## config.mk

```make
export PLATFORM = sky130hd
export DESIGN_NAME = seq_match_fsm
export DESIGN_NICKNAME = d
export VERILOG_FILES = /design/src/rtl/seq_match_fsm.sv
export SDC_FILE = /design/constraint.sdc
export NUM_CORES = 1
export LEC_CHECK = 0
export ABC_AREA = 0
export BUFFER_PORTS_ARGS = -buffer_cell sky130_fd_sc_hd__buf_2
export CORE_ASPECT_RATIO = 1.1
export CORE_UTILIZATION = 50
export DETAILED_ROUTE_END_ITERATION = 10
export PLACE_DENSITY_LB_ADDON = 0.3
export RECOVER_POWER = 50
export SKIP_LAST_GASP = 1
export SYNTH_ARGS = -nofsm -noshare
export SYNTH_HDL_FRONTEND = slang
export SYNTH_SLANG_ARGS = --single-unit
```

## constraint.sdc

```tcl
create_clock -name clk -period 2.5 [get_ports clk]
set_input_delay 0.125 -clock clk [delete_from_list [all_inputs] [get_ports clk]]
set_output_delay 0.125 -clock clk [all_outputs]
set_load 0.03 [all_outputs]
```

## src/rtl/seq_match_fsm.sv

```systemverilog
// -----------------------------------------------------------------------------
// seq_match_fsm
//
// Mealy serial pattern matcher. It watches a one-bit serial stream and compares
// the most recent W qualified bits against a programmable pattern. Completion is
// flagged combinationally on y in the same cycle as the completing bit. It
// supports overlapping and non-overlapping detection and keeps a saturating
// match counter.
//
// Parameters
//   W      : pattern length in bits (2..16)
//   CNT_W  : match counter width (2..16)
//
// Ports
//   clk        in   rising-edge clock
//   rst        in   asynchronous active-low reset
//   x          in   serial data bit
//   x_valid    in   x is sampled only when high
//   load       in   capture pattern (and mask) and re-arm; discards coincident x
//   pattern    in   [W-1:0] match target, bit W-1 oldest, bit 0 newest
//   mask       in   [W-1:0] care mask (only when SEQ_MATCH_MASK_EN is defined)
//   overlap    in   1 = overlapping detection, 0 = flush history after a match
//   cnt_clr    in   synchronous clear of match_cnt, wins over a coincident match
//   y          out  [1:0] 00 idle/no bit, 01 bit no match, 10 match,
//                   11 match while match_cnt is saturated
//   match_cnt  out  [CNT_W-1:0] saturating match count
//   armed      out  high whenever a pattern is loaded (state != IDLE)
//
// Optional feature macro: SEQ_MATCH_MASK_EN adds the mask port; bit positions
// whose captured mask bit is 0 are don't-care in the compare.
// -----------------------------------------------------------------------------
module seq_match_fsm #(
    parameter int W     = 4,
    parameter int CNT_W = 8
) (
    input  logic             clk,
    input  logic             rst,
    input  logic             x,
    input  logic             x_valid,
    input  logic             load,
    input  logic [W-1:0]     pattern,
`ifdef SEQ_MATCH_MASK_EN
    input  logic [W-1:0]     mask,
`endif
    input  logic             overlap,
    input  logic             cnt_clr,
    output logic [1:0]       y,
    output logic [CNT_W-1:0] match_cnt,
    output logic             armed
);

    localparam int FW = $clog2(W);
    localparam logic [FW-1:0] FILL_ONE  = FW'(1);
    localparam logic [FW-1:0] FILL_LAST = FW'(W - 1);

    typedef enum logic [1:0] {
        IDLE = 2'd0,
        FILL = 2'd1,
        RUN  = 2'd2
    } state_t;

    state_t           state_r, state_nx_s;
    logic [W-1:0]     pat_r, pat_nx_s;
    // Only the W-1 newest history bits are stored: the oldest bit of the
    // W-bit window is always shifted out by the next candidate, so it never
    // takes part in a compare.
    logic [W-2:0]     hist_r, hist_nx_s;
    logic [FW-1:0]    fill_r, fill_nx_s;
    logic [CNT_W-1:0] cnt_r, cnt_nx_s;
    logic [1:0]       y_s;

    logic [W-1:0]     shift_s;
    logic             match_s;
    logic             bit_s;
    logic             cand_s;
    logic             hit_s;
    logic             sat_s;

`ifdef SEQ_MATCH_MASK_EN
    logic [W-1:0]     msk_r, msk_nx_s;
`endif

    assign shift_s = {hist_r, x};

`ifdef SEQ_MATCH_MASK_EN
    assign match_s = (((shift_s ^ pat_r) & msk_r) == {W{1'b0}});
`else
    assign match_s = (shift_s == pat_r);
`endif

    // A bit only counts when qualified, armed, and not swallowed by a load.
    assign bit_s  = x_valid && !load && (state_r != IDLE);
    assign cand_s = bit_s && ((state_r == RUN) ||
                              ((state_r == FILL) && (fill_r == FILL_LAST)));
    assign hit_s  = cand_s && match_s;
    assign sat_s  = (cnt_r == {CNT_W{1'b1}});

    // Next-state, datapath updates and Mealy status output.
    always_comb begin
        state_nx_s = state_r;
        pat_nx_s   = pat_r;
        hist_nx_s  = hist_r;
        fill_nx_s  = fill_r;
        cnt_nx_s   = cnt_r;
        y_s        = 2'b00;
`ifdef SEQ_MATCH_MASK_EN
        msk_nx_s   = msk_r;
`endif

        if (load) begin
            state_nx_s = FILL;
            pat_nx_s   = pattern;
            hist_nx_s  = {(W-1){1'b0}};
            fill_nx_s  = {FW{1'b0}};
`ifdef SEQ_MATCH_MASK_EN
            msk_nx_s   = mask;
`endif
        end else if (bit_s) begin
            hist_nx_s = shift_s[W-2:0];
            if (hit_s) begin
                y_s = sat_s ? 2'b11 : 2'b10;
            end else begin
                y_s = 2'b01;
            end
            case (state_r)
                FILL: begin
                    if (cand_s) begin
                        state_nx_s = RUN;
                    end else begin
                        fill_nx_s = fill_r + FILL_ONE;
                    end
                end
                RUN: begin
                    state_nx_s = RUN;
                end
                default: begin
                    state_nx_s = IDLE;
                end
            endcase
            // Non-overlapping mode starts a fresh window after every match.
            if (hit_s && !overlap) begin
                state_nx_s = FILL;
                hist_nx_s  = {(W-1){1'b0}};
                fill_nx_s  = {FW{1'b0}};
            end else begin
                fill_nx_s = fill_nx_s;
            end
        end else begin
            y_s = 2'b00;
        end

        // Clear beats a coincident match; the count sticks at all-ones.
        if (cnt_clr) begin
            cnt_nx_s = {CNT_W{1'b0}};
        end else if (hit_s && !sat_s) begin
            cnt_nx_s = cnt_r + {{(CNT_W-1){1'b0}}, 1'b1};
        end else begin
            cnt_nx_s = cnt_r;
        end
    end

    // State and datapath registers.
    always_ff @(posedge clk or negedge rst) begin
        if (!rst) begin
            state_r <= IDLE;
            pat_r   <= {W{1'b0}};
            hist_r  <= {(W-1){1'b0}};
            fill_r  <= {FW{1'b0}};
            cnt_r   <= {CNT_W{1'b0}};
`ifdef SEQ_MATCH_MASK_EN
            msk_r   <= {W{1'b1}};
`endif
        end else begin
            state_r <= state_nx_s;
            pat_r   <= pat_nx_s;
            hist_r  <= hist_nx_s;
            fill_r  <= fill_nx_s;
            cnt_r   <= cnt_nx_s;
`ifdef SEQ_MATCH_MASK_EN
            msk_r   <= msk_nx_s;
`endif
        end
    end

    assign y         = y_s;
    assign match_cnt = cnt_r;
    assign armed     = (state_r != IDLE);

endmodule

```

==> metrics.cfg <==
[global_route]
grt_pass1_wl_mm = 3.39
grt_overflow = 0
grt_use_total_pct = 20.1
antenna_found_initial = 0
grt_pass1_vias = 843
grt_max_degree = 20

[timing]
rsz0062_at_grt = no
worst_pin_slew_ns = 1.03
finalCriticalPeriod_ns = 2.27
setup_viol = 0
relSlewSlack_pct = 31.6
fmax_mhz = 441
finalHoldViolCount = 0
setup_tns_ns = 0
min_period_over_period_pct = 90.8
clock_skew_ns = 0.000796
fin_hold_ws_ns = 0.0568
slew_violations = 0

[finish]
syn_to_final_growth_pct = 15.4
drive_gt1_share_pct = 27.3
finalInstanceArea_um2 = 1240
nNetsFinal = 145
nFillCells = 176
fin_util_pct = 61.5
antenna_cells = 0

[detailed_routing]
dr.first_iter.drc_count = 19
viasPerCell = 5.31
dr.pass1.iters = 4
wl_mm = 2.02
routedWlPerCell_um = 13.0
vias = 829
drt.antenna.violating_nets = 0
drcViolationCount = 0

[place]
port_buffers = 21
place_hpwl_mm = 1.64
place_area_um2 = 1210
gp_congestion = 0.847

[clock_network]
tritoncts = done
cts_buffer_depth = 2
cts_resized = 0
cts.sinks = 19
clk_pin_slew_worst_paths_ns = 0.10
cts-root-buf = clkbuf_4
numCtsBuffers = 3
clk_latency_ns = 0.29
h-tree-depth = 1

[setup_path]
cp-end-kind = primary output
cp_num_buf_inv = 1
cp-start-kind = register
crit_path_frequent_cell = nor2_1
reg2reg_depth = 7
crit_chain = ha_1 -> nand3_1 -> o211ai_1 -> nor2_1 -> nor2_1 -> buf_2
cp_num_cells = 6
crit_path_max_fanout = 7
cp.required_ns = 2.38
slowest_stage = o211ai_1
criticalPathCategory = register to primary output
critPathTopFamily = compound AO/OA/AOI/OAI gates
crit_arrival_ns = 2.14
slowest_delay_ns = 0.58

[power]
vdd_ir_drop_max_mv = 0.448
p_leak_nw = 0.589
p_per_area_nw_per_um2 = 637

[job]
maxCapViolations = 0

[yosys]
async_flop_share_pct = 100
syn_area_per_cell_um2 = 10.5
synth-edff-count = 0
yosysSeqAreaShare_pct = 44.1
ys_types = 30
synthCells = 103
synth-seq-cells = 19
ys_top_cells_by_area = dfrtp_1 44%, xnor2_1 8.1%, ha_1 5.8%
yosysTopAreaCellShare_pct = 44.1
synthesis.nets = 119
synth_area_um2 = 1080
yosysMostFrequentCell = dfrtp_1
synth_warnings = 0
yosys.area.top_type = dfrtp_1
synthTopCellsByCount = 19 x dfrtp_1, 14 x nor2_1, 10 x xnor2_1
ys.flop_type = dfrtp_1

[floorplan]
rows = 17
die_x_um = 46.3
start_util_pct = 53.3
core-area_um2 = 2020
dieArea_um2 = 2340
pin_count = 22
die_height_um = 50.7

[run_status]
outcome = finished clean

[min_path]
hold_class = input port to register
holdPathStages = 2

-- metrics by stage --
step           instances  setup slack, ns  power, mW
2_1_floorplan        103            0.383      0.578
3_3_place_gp         151            0.534      0.633
3_5_place_dp         151            0.523      0.647
4_1_cts              156            0.218      0.800
5_1_grt              156           0.0874      0.846
6_report             156            0.230      0.792
-- final cells by class --
class                   instances  area (um2)  area share [%]
well taps                      28        35.0            2.82
multi-input cells              75         561            45.1
inverters                       7        26.3            2.11
clock buffers                   4        26.3            2.11
repair buffers                 23         120            9.66
flip-flops and latches         19         475            38.2
-- sequential cells by signal, summed over array words and instances (netlist names) --
name       flops
fill_r         2
hist_r         3
match_cnt      8
pat_r          4
state_r        2
-- worst reg2reg max path, delay by kind of cell (launching register included) --
kind,cells,cell delay (ns)
XOR/XNOR,1,0.18
flip-flops,1,0.38
adder cells (fa/ha/maj),1,0.20
AND/OR/NAND/NOR,4,1.05
buffers and inverters,1,0.07
-- placed cells by master, fill, tap and decap left out, drive strengths merged, types with 5 or more instances in the layout --
cell type  count
ha             5
nor3           5
nor2          14
buf           20
nand2          5
clkbuf         6
xnor2         10
dfrtp         19
inv            7
-- where the power goes --
part           switching, mW  total, mW  internal [mW]
logic                  0.158      0.266          0.108
clock network         0.0908      0.153         0.0621
registers             0.0276      0.373          0.346
-- final timing paths --
check / startpoint / endpoint / slack (ns)
worst min-delay path: pattern[2] / pat_r[2] / 0.06
max in group asynchronous: rst / pat_r[0] / 1.36
worst max-delay path: match_cnt[1] / y[0] / 0.23
min in group asynchronous: rst / pat_r[2] / 0.52
worst max register to register: state_r[1] / match_cnt[7] / 0.51
worst min register to register: fill_r[1] / fill_r[1] / 0.53
-- kinds of logic after synthesis --
kind of cell             after synthesis  share of synthesized area, %
adder cells (fa/ha/maj)                5                          5.81
AND/OR/NAND/NOR                       37                          20.7
buffers and inverters                  9                          3.83
multiplexers                           8                          7.90
XOR/XNOR                              10                          8.13
flip-flops                            19                          44.1
AO/OA/AOI/OAI                         15                          9.53
-- layer usage --
| metal | global-route usage [%] | part of all wire (%) | up-vias |
|---|---|---|---|
| met3 | 2.88 | 4.6 | 6 |
| met2 | 36.4 | 51 | 27 |
| met1 | 21.9 | 42 | 390 |
| met5 | 0 | 0 | - |
| met4 | 8.82 | 2.1 | 0 |
| li1 | - | - | 406 |
-- timing repair --
item | CTS | global route
hold endpoints to repair | 19 | 0
hold buffers | 1 | 0
buffers inserted | 0 | 0
Power figures use the tool's default switching activity.
